File: src/rtl/stopwatch_input_controller.sv
// -----------------------------------------------------------------------------
// stopwatch_input_controller
//
// Front end for the decimal timer. It takes the raw active-low push buttons,
// synchronises and debounces them, and turns a debounced key press into a
// single-cycle event. A small IDLE/RUNNING/PAUSED state machine then drives
// the rate-divider pause input and a stretched active-low clear pulse.
//
// Optional build macro: LAP_HOLD_EN
//   When defined, adds the nLapKey input. A lap press while RUNNING toggles
//   holdDisplay. When undefined, there is no nLapKey port and holdDisplay is
//   tied to 0.
//
// Ports:
//   clock          in   system clock (CLOCK_50)
//   nReset         in   asynchronous active-low reset
//   nStartStopKey  in   raw start/stop key, active-low, asynchronous
//   nClearKey      in   raw clear key, active-low, asynchronous
//   nLapKey        in   raw lap key, active-low (LAP_HOLD_EN builds only)
//   pause          out  1 = timer halted, 0 = timer counting
//   nClearOut      out  active-low clear to rate dividers and counters
//   runState       out  00 IDLE, 01 RUNNING, 10 PAUSED
//   holdDisplay    out  display freeze flag (0 unless LAP_HOLD_EN)
// -----------------------------------------------------------------------------
module stopwatch_input_controller #(
  parameter int DEBOUNCE_CYCLES = 1_000_000,
  parameter int CNT_WIDTH       = 20,
  parameter int CLEAR_CYCLES    = 4
) (
  input  logic       clock,
  input  logic       nReset,
  input  logic       nStartStopKey,
  input  logic       nClearKey,
`ifdef LAP_HOLD_EN
  input  logic       nLapKey,
`endif
  output logic       pause,
  output logic       nClearOut,
  output logic [1:0] runState,
  output logic       holdDisplay
);

  // ---------------------------------------------------------------------------
  // Key bundle: bit 0 start/stop, bit 1 clear, bit 2 lap (optional)
  // ---------------------------------------------------------------------------
  localparam int KEY_SS  = 0;
  localparam int KEY_CLR = 1;

`ifdef LAP_HOLD_EN
  localparam int KEY_LAP  = 2;
  localparam int NUM_KEYS = 3;
  logic [NUM_KEYS-1:0] keys_raw;
  assign keys_raw = {nLapKey, nClearKey, nStartStopKey};
`else
  localparam int NUM_KEYS = 2;
  logic [NUM_KEYS-1:0] keys_raw;
  assign keys_raw = {nClearKey, nStartStopKey};
`endif

  localparam logic [CNT_WIDTH-1:0] DEB_LAST = CNT_WIDTH'(DEBOUNCE_CYCLES - 1);
  localparam logic [3:0]           CLR_LOAD = 4'(CLEAR_CYCLES);

  logic [NUM_KEYS-1:0] press_evt;

  // ---------------------------------------------------------------------------
  // Per-key synchroniser, debouncer and press-event generator
  // ---------------------------------------------------------------------------
  genvar gi;
  generate
    for (gi = 0; gi < NUM_KEYS; gi++) begin : g_key
      logic                 sync1_q;
      logic                 sync2_q;
      logic                 level_q;
      logic                 level_d;
      logic [CNT_WIDTH-1:0] cnt_q;
      logic [CNT_WIDTH-1:0] cnt_d;
      logic                 evt_q;
      logic                 evt_d;

      // The counter measures how long the synced level has disagreed with the
      // accepted level; any agreement restarts it, so only an uninterrupted
      // run of DEBOUNCE_CYCLES disagreeing cycles flips the accepted level.
      always_comb begin
        level_d = level_q;
        cnt_d   = '0;
        if (sync2_q != level_q) begin
          if (cnt_q == DEB_LAST) begin
            level_d = sync2_q;
          end else begin
            cnt_d = cnt_q + CNT_WIDTH'(1);
          end
        end
        // Only the released->pressed edge of the accepted level is an event.
        evt_d = level_q & ~level_d;
      end

      always_ff @(posedge clock or negedge nReset) begin
        if (!nReset) begin
          sync1_q <= 1'b1;
          sync2_q <= 1'b1;
          level_q <= 1'b1;
          cnt_q   <= '0;
          evt_q   <= 1'b0;
        end else begin
          sync1_q <= keys_raw[gi];
          sync2_q <= sync1_q;
          level_q <= level_d;
          cnt_q   <= cnt_d;
          evt_q   <= evt_d;
        end
      end

      assign press_evt[gi] = evt_q;
    end
  endgenerate

  logic ss_evt;
  logic clr_evt;
  assign ss_evt  = press_evt[KEY_SS];
  assign clr_evt = press_evt[KEY_CLR];

  // ---------------------------------------------------------------------------
  // Clear pulse stretcher
  // ---------------------------------------------------------------------------
  logic [3:0] clr_cnt_q;
  logic [3:0] clr_cnt_d;
  logic       nclr_q;
  logic       nclr_d;

  // The counter holds the number of low cycles still owed, including the
  // current one; a new clear event simply reloads it.
  always_comb begin
    if (clr_evt) begin
      clr_cnt_d = CLR_LOAD;
      nclr_d    = 1'b0;
    end else if (clr_cnt_q > 4'd1) begin
      clr_cnt_d = clr_cnt_q - 4'd1;
      nclr_d    = 1'b0;
    end else begin
      clr_cnt_d = 4'd0;
      nclr_d    = 1'b1;
    end
  end

  always_ff @(posedge clock or negedge nReset) begin
    if (!nReset) begin
      clr_cnt_q <= 4'd0;
      nclr_q    <= 1'b0;
    end else begin
      clr_cnt_q <= clr_cnt_d;
      nclr_q    <= nclr_d;
    end
  end

  // ---------------------------------------------------------------------------
  // Run-state machine
  // ---------------------------------------------------------------------------
  typedef enum logic [1:0] {
    ST_IDLE    = 2'b00,
    ST_RUNNING = 2'b01,
    ST_PAUSED  = 2'b10
  } state_e;

  state_e state_q;
  state_e state_d;
  logic   pause_q;
  logic   pause_d;

  // State register (pause is registered alongside the state)
  always_ff @(posedge clock or negedge nReset) begin
    if (!nReset) begin
      state_q <= ST_IDLE;
      pause_q <= 1'b1;
    end else begin
      state_q <= state_d;
      pause_q <= pause_d;
    end
  end

  // Next state: clear has priority; start/stop is ignored while the clear
  // pulse is still being driven so the timer cannot start mid-clear.
  always_comb begin
    state_d = state_q;
    if (clr_evt) begin
      state_d = ST_IDLE;
    end else if (ss_evt && nclr_q) begin
      case (state_q)
        ST_IDLE:    state_d = ST_RUNNING;
        ST_RUNNING: state_d = ST_PAUSED;
        ST_PAUSED:  state_d = ST_RUNNING;
        default:    state_d = ST_IDLE;
      endcase
    end
  end

  // Output decode, taken from the next state so it lands with the state flop
  always_comb begin
    pause_d = (state_d != ST_RUNNING);
  end

  // ---------------------------------------------------------------------------
  // Lap hold
  // ---------------------------------------------------------------------------
`ifdef LAP_HOLD_EN
  logic lap_evt;
  logic hold_q;
  logic hold_d;

  assign lap_evt = press_evt[KEY_LAP];

  always_comb begin
    hold_d = hold_q;
    if (clr_evt) begin
      hold_d = 1'b0;
    end else if (lap_evt && (state_q == ST_RUNNING)) begin
      hold_d = ~hold_q;
    end
  end

  always_ff @(posedge clock or negedge nReset) begin
    if (!nReset) begin
      hold_q <= 1'b0;
    end else begin
      hold_q <= hold_d;
    end
  end

  assign holdDisplay = hold_q;
`else
  assign holdDisplay = 1'b0;
`endif

  assign pause     = pause_q;
  assign nClearOut = nclr_q;
  assign runState  = state_q;

endmodule

File: config.mk
export PLATFORM = sky130hd
export DESIGN_NAME = stopwatch_input_controller
export DESIGN_NICKNAME = d
export VERILOG_FILES = /design/src/rtl/stopwatch_input_controller.sv
export SDC_FILE = /design/constraint.sdc
export NUM_CORES = 1
export LEC_CHECK = 0
export CAP_MARGIN = 20
export CORE_MARGIN = 8
export CORE_UTILIZATION = 40
export CTS_CLUSTER_SIZE = 25
export DETAILED_ROUTE_END_ITERATION = 10
export GPL_ROUTABILITY_DRIVEN = 0
export GPL_TIMING_DRIVEN = 1
export PLACE_DENSITY = 0.57
export SYNTH_ARGS = -nofsm -noshare
export SYNTH_HDL_FRONTEND = slang
export SYNTH_SLANG_ARGS = --single-unit
export TNS_END_PERCENT = 100
File: constraint.sdc
create_clock -name clock -period 2.5 [get_ports clock]
set_input_delay 0.5 -clock clock [delete_from_list [all_inputs] [get_ports clock]]
set_output_delay 0.5 -clock clock [all_outputs]
set_load 0.01 [all_outputs]
==> reports/results.tsv, run 1 <==
stage	metric	value	unit
setup_path	FF-to-FF path depth	5	
power_and_ir_drop	VDD IR max	293	uV
power_and_ir_drop	net switching power	0.369	mW
power_and_ir_drop	Clock Power Share	35.3	%
cts	clk_lat worst skew	310	ps
drt	ANT nets after route	0	
cts	Worst-path clk slew	110	ps
die	Die W	97.0	um
yosys	Seq/Total Area, Yosys	53.7	%
cts	total CTS buffers	5	
final_layout	filler instances	606	
global_routing	Congestion Overflow GR	0	
cts	setup bufs post-CTS	0	
die	initial core utilization	41.3	%
placed_design	Placed Instances	346	
drt	vias per cell	5.14	
global_routing	initial antenna violation count	0	
final_layout	commonest non-fill, non-tap cells in the layout	49 x dfrtp_1, 43 x nor2_1, 23 x xnor2_1, 15 x nand2_1	
cts	hold buffer count at cts	0	
yosys	Cells after Synth	263	
timing	Tightest Pin Transition	559	ps
global_routing	largest net degree at the start of global routing	27	
die	core area	6350	um^2
setup_path	Critical Path Stages	5	
final_layout	non-filler instance count after layout	354	
die	DIE AREA	9410	um^2
drt	initial DRC count	68	
setup_path	most frequent CP cell	or4_1	
power_and_ir_drop	Flop pwr share	61.2	%
final_layout	Multi-input gate area	1140	um^2
timing	Setup TNS Final	0	ps
final_layout	commonest non-fill, non-tap cell in the layout	dfrtp_1	
die	FP Rows	29	
setup_path	reg2reg setup slack	370	ps
timing	Setup WS post-layout	367	ps
setup_path	Crit path max-delay family	simple AND/OR/NAND/NOR gates	
yosys	Synth Cell Area	2620	um^2
final_layout	Reg area	1410	um^2
run	total of max-cap violations	0	
power_and_ir_drop	total internal power	1.15	mW
final_layout	area growth from synthesis to layout	10.5	%
setup_path	WP buf/inv	0	
power_and_ir_drop	power per cell area	524	nW/um^2
drt	drt total wl	4.44	mm
setup_path	end point of the critical path	g_key[1].cnt_q[18]	
setup_path	kind of critical path	reg -> reg	
placed_design	Buffers on Ports	7	
timing	Worst Hold Slack	156	ps
cts	CTS tree	done	
setup_path	critical path, cell by cell	ha_1 > nand2_1 > or4_1 > or4_1 > a21oi_1	
global_routing	vias in the first global route	1794	
worst_hold_path	Min-Delay Path Class	in -> async	
timing	part of the cycle the worst path needs	85.3	%
yosys	Distinct cells, synth	37	
die	I/O pins	9	
drt	WL per Instance	12.5	um
setup_path	crit path max-delay cell type	or4_1	
outcome	outcome	finished clean	
timing	Final Skew	8.14	ps
power_and_ir_drop	Gate power share	3.5	%
cts	CTS-repair resized insts	0	
yosys	Synth Warn #	0	
final_layout	share of cells above drive strength 1	10.1	%
final_layout	post-layout net count	284	
setup_path	required time worst endpoint	2740	ps
placed_design	post-place setup slack	383	ps
setup_path	Critical path origin	g_key[1].cnt_q[0]	
timing	Hold Vio Cnt, Final	0	
drt	Vias	1819	
power_and_ir_drop	Switching Share	24.3	%
setup_path	crit end category	flop	
yosys	syn_nets	271	
cts	CTS max path bufs	2	
timing	final-report max-slew violation count	0	
global_routing	GRT Total Usage	10.2	%
power_and_ir_drop	Leak	1.17	nW
setup_path	Worst EP arrival	2380	ps
setup_path	RR Endpoint	g_key[1].cnt_q[18]	
setup_path	max incr delay on CP	670	ps
timing	final critical-path required period	2130	ps
cts	root buffer cell	clkbuf_8	
yosys	register bit total from synthesis	56	
setup_path	crit start category	flop	
placed_design	Final HPWL DP	3.11	mm
die	die height	97.0	um
drt	drc violations	0	
cts	clock sink total	56	
timing	RSZ-0062 raised after global routing	false	
timing	Peak Freq	469	MHz
global_routing	first-pass GRT wire length	8.15	mm
drt	iteration count of the initial detailed-routing pass	4	
timing	Slew HR	62.7	%
yosys	Mapped Avg Cell Area	9.98	um^2
timing	# setup viols final	0	
final_layout	antenna cells	0	
setup_path	Max Fanout on Critical Path	7	
setup_path	Reg-to-Reg Start	g_key[1].cnt_q[0]	
cts	CTS H-Tree Depth	2	
metal layers:
| metal | vias to the layer above | track usage (%) | part of all wire (%) |
|---|---|---|---|
| li1 | 932 | - | - |
| met1 | 863 | 12.9 | 50 |
| met2 | 19 | 16.1 | 46 |
| met3 | 5 | 2.42 | 3.2 |
| met4 | 0 | 4.26 | 1.6 |
| met5 | - | 0 | 0 |
flip-flops by register name, summed over array words and instances (netlist names):
signal / count
g_key.cnt_q: 40
clr_cnt_q: 4
g_key.level_q: 2
g_key.sync1_q: 2
g_key.sync2_q: 2
runState: 2
clr_evt: 1
g_key.evt_q: 1
nClearOut: 1
pause: 1
cell type report:
type | instances | area share [%]
timing repair buffer | 13 | 3.80
clock buffer | 5 | 2.37
multi-input combinational | 187 | 39.2
sequential | 56 | 48.6
inverter | 13 | 1.68
clock inverter | 3 | 0.993
tap | 77 | 3.32
worst reg2reg max path, stage by stage (launching register included):
cell and delay (ps):
dfrtp_1 390, ha_1 220, nand2_1 120, or4_1 670
or4_1 510, a21oi_1 160
synth_stat cells:
master	number	area (um^2)
dfrtp_1	49	1230
nor2_1	43	161
xnor2_1	23	201
nand2_1	15	56.3
a21oi_1	13	65.1
inv_1	13	48.8
nand3_1	13	65.1
o21ai_0	11	55.1
nor3_1	10	50.1
dfstp_2	7	184
nand4_1	6	37.5
nor4_1	6	37.5
xor2_1	6	52.6
or3_1	5	31.3
or4_1	5	37.5
and3_1	4	25.0
ha_1	4	50.1
buf_2	3	15.0
clkbuf_1	3	11.3
nand4b_1	3	26.3
and4_1	2	17.5
mux2_2	2	22.5
nor3b_1	2	15.0
o31ai_1	2	15.0
a31o_2	1	8.76
and2_1	1	6.26
and3b_1	1	8.76
and4b_1	1	10.0
buf_4	1	7.51
conb_1	1	3.75
nand2b_1	1	6.26
nand3b_1	1	7.51
nand4_4	1	21.3
nand4bb_1	1	11.3
nor2b_1	1	6.26
nor4b_1	1	8.76
or4b_2	1	10.0
through the flow:
stage	total power [mW]	util (%)	cell area, um^2
after CTS	1.55	45.7	2900
after global routing	1.59	45.7	2900
final	1.52	45.7	2900
after detailed placement	1.00	44.1	2800
after floorplan	0.970	-	2620
after global placement	1.00	44.1	2800
kinds of logic after synthesis:
kind of cell               count (synthesis)  share of synthesized area (%)
adders and majority gates                  4                           1.91
DFF                                       56                           53.7
xor gates and xnor gates                  29                           9.68
AOI/OAI and AO/OA                         27                           5.48
and+or+nand+nor                          124                           25.0
other                                      1                          0.143
buffers and inverters                     20                           3.15
muxes                                      2                          0.858
worst min path at each step:
stage / cells after the start / startpoint / slack (ps) / end
after global routing: 1 / nReset / 180 / runState[0]
final: 1 / nReset / 160 / runState[0]
after CTS: 1 / nReset / 160 / runState[0]
after detailed placement: 0 / g_key[1].sync1_q / 350 / g_key[1].sync2_q
after global placement: 0 / g_key[1].sync1_q / 350 / g_key[1].sync2_q
after floorplan: 0 / nReset / 200 / clr_cnt_q[0]
power by group through the flow:
stage | registers (mW) | logic [mW] | clock network, mW
6_report | 0.929 | 0.0536 | 0.535
3_5_place_dp | 0.946 | 0.0553 | 0
4_1_cts | 0.929 | 0.0563 | 0.565
5_1_grt | 0.931 | 0.0641 | 0.596
2_1_floorplan | 0.944 | 0.0256 | 0
3_3_place_gp | 0.945 | 0.0556 | 0
Power figures use the tool's default switching activity.
==> run 2: changes to the inputs <==
Settings changed: GPL_ROUTABILITY_DRIVEN 0 to 1.
==> results of run 2 <==
Same layout as run 1: the final DEF is identical, and so are final timing and power.
==> run 3: changes to the inputs <==
Settings changed: CORE_UTILIZATION 40 to 50, GPL_TIMING_DRIVEN 1 to unset, PLACE_DENSITY 0.57 to 0.68.
Clock period 2.5 ns to 2.59 ns, I/O delays scaled along.
==> run 3 against run 2 <==
Combinational power fell by 6.7%. Setup slack better by 130 ps. Clock skew fell by 4.4 ps. Critical endpoint unchanged. Largest power group unchanged.
==> reports/results.tsv, run 3 (synthesized netlist as in run 1, its figures left out) <==
stage	metric	value	unit	change
timing	Final Skew	3.73	ps	-4.42 ps
timing	final critical-path required period	2090	ps	-43.5 ps
setup_path	FF-to-FF path depth	5		unchanged
setup_path	required time worst endpoint	2820	ps	+80 ps
drt	drc violations	0		unchanged
global_routing	Congestion Overflow GR	0		unchanged
die	DIE AREA	7820	um^2	-17%
setup_path	Max Fanout on Critical Path	7		unchanged
drt	iteration count of the initial detailed-routing pass	4		unchanged
cts	CTS max path bufs	2		unchanged
power_and_ir_drop	Leak	1.19	nW	+1.5%
cts	total CTS buffers	5		unchanged
setup_path	reg2reg setup slack	500	ps	+130 ps
setup_path	crit start category	flop		
final_layout	post-layout net count	284		unchanged
placed_design	Buffers on Ports	7		unchanged
final_layout	filler instances	479		-21%
timing	# setup viols final	0		unchanged
setup_path	RR Endpoint	g_key[1].cnt_q[18]		
final_layout	max FFs per register	40		unchanged
timing	Slew HR	64.2	%	+1.4 points
timing	Peak Freq	479	MHz	+2.1%
placed_design	post-place setup slack	503	ps	+120 ps
drt	Vias	1817		-0.11%
power_and_ir_drop	VDD IR max	307	uV	+4.7%
cts	Worst-path clk slew	100	ps	about the same
drt	initial DRC count	87		+28%
placed_design	Final HPWL DP	3.12	mm	+0.57%
setup_path	max incr delay on CP	650	ps	-20 ps
die	FP Rows	26		-10%
final_layout	commonest non-fill, non-tap cells in the layout	49 x dfrtp_1, 43 x nor2_1, 23 x xnor2_1, 15 x nand2_1		
outcome	outcome	finished clean		
timing	Setup WS post-layout	501	ps	+133 ps
global_routing	largest net degree at the start of global routing	24		-11%
worst_hold_path	Min-Delay Path Class	in -> async		
global_routing	GRT Total Usage	12.2	%	+2.0 points
drt	WL per Instance	12.4	um	-1.1%
global_routing	vias in the first global route	1765		-1.6%
setup_path	kind of critical path	reg -> reg		
drt	ANT nets after route	0		unchanged
timing	Tightest Pin Transition	533	ps	-26.2 ps
setup_path	crit end category	flop		
timing	Setup TNS Final	0	ps	unchanged
setup_path	critical path, cell by cell	ha_1 > nand2_1 > or4_1 > or4_1 > a21oi_1		
cts	hold buffer count at cts	0		unchanged
cts	setup bufs post-CTS	0		unchanged
final_layout	Top reg by flops	g_key.cnt_q		
power_and_ir_drop	power per cell area	548	nW/um^2	+4.8%
setup_path	most frequent CP cell	or4_1		
run	total of max-cap violations	0		unchanged
placed_design	Final GP Congestion	0.837		
die	Die W	88.4	um	-8.8%
timing	final-report max-slew violation count	0		unchanged
global_routing	initial antenna violation count	0		unchanged
timing	RSZ-0062 raised after global routing	false		
die	die height	88.4	um	-8.8%
timing	Hold Vio Cnt, Final	0		unchanged
cts	CTS-repair resized insts	0		unchanged
die	initial core utilization	51.7	%	+10 points
cts	CTS H-Tree Depth	2		unchanged
setup_path	Reg-to-Reg Start	g_key[1].cnt_q[0]		
cts	clk_lat worst skew	300	ps	about the same
die	I/O pins	9		unchanged
final_layout	antenna cells	0		unchanged
timing	part of the cycle the worst path needs	80.7	%	-4.6 points
cts	clock sink total	56		unchanged
die	core area	5070	um^2	-20%
drt	vias per cell	5.24		+1.9%
setup_path	crit path max-delay cell type	or4_1		
final_layout	Largest regs	g_key.cnt_q (40), clr_cnt_q (4)		
final_layout	share of cells above drive strength 1	10.1	%	unchanged
global_routing	first-pass GRT wire length	7.60	mm	-6.7%
drt	drt total wl	4.30	mm	-3.1%
final_layout	area growth from synthesis to layout	11.7	%	
cts	CTS tree	done		
power_and_ir_drop	total power	1.61	mW	+5.9%
final_layout	commonest non-fill, non-tap cell in the layout	dfrtp_1		
cts	root buffer cell	clkbuf_8		
setup_path	Worst EP arrival	2320	ps	-60 ps
[run 3: cell count changes in the layout (fill, tap and decap cells not counted)]
cell / previous run / this run
inv_8: 1 / 0
bufinv_16: 0 / 2
inv_6: 2 / 1
[run 3: layer usage]
layer,GRT usage (%),routed length [um],up-vias,part of all wire [%]
met5,0,0,-,0
li1,-,-,929,-
met3,2.88,118,6,2.7
met2,20.1,2070,16,48
met1,15.0,2070,866,48
met4,4.76,46,0,1.1
[run 3: worst max-delay path by stage]
stage                                  from            endpoint  slack, ps  cells past startpoint
after floorplan           g_key[1].cnt_q[0]  g_key[1].cnt_q[18]        630                      6
after global placement    g_key[1].cnt_q[0]  g_key[1].cnt_q[18]        570                      5
after global routing      g_key[1].cnt_q[0]  g_key[1].cnt_q[18]        360                      5
after detailed placement  g_key[1].cnt_q[0]  g_key[1].cnt_q[18]        500                      5
after CTS                 g_key[1].cnt_q[0]  g_key[1].cnt_q[18]        490                      5
final                     g_key[1].cnt_q[0]  g_key[1].cnt_q[18]        500                      5
[run 3: cell type report]
class	count	area [um^2]	share of cell area, %
clock inverter	3	68.8	2.35
inverter	13	48.8	1.67
timing repair buffer	13	110	3.76
multi-input combinational	187	1140	38.8
clock buffer	5	68.8	2.35
tap	70	87.6	2.99
sequential	56	1410	48.1
[run 3: report_power, final]
part	internal [mW]	switching (mW)
Sequential	0.887	0.00894
Combinational	0.0165	0.0335
Clock	0.389	0.272
[run 3: through the flow]
| step | instances | instance area (um^2) | hold WS, ps | util, % |
|---|---|---|---|---|
| after CTS | 347 | 2930 | 91.4 | 57.7 |
| final | 347 | 2930 | 98.2 | 57.7 |
| after floorplan | 263 | 2620 | 222 | - |
| after global placement | 339 | 2790 | 348 | 55.0 |
| after detailed placement | 339 | 2790 | 347 | 55.0 |
| after global routing | 347 | 2930 | 113 | 57.7 |
[run 3: worst max-delay path, delay by kind of cell (launching register included)]
family | cells | cell delay (ps)
compound gates | 1 | 150
fa+ha+maj | 1 | 210
flops | 1 | 390
simple gates | 3 | 1270
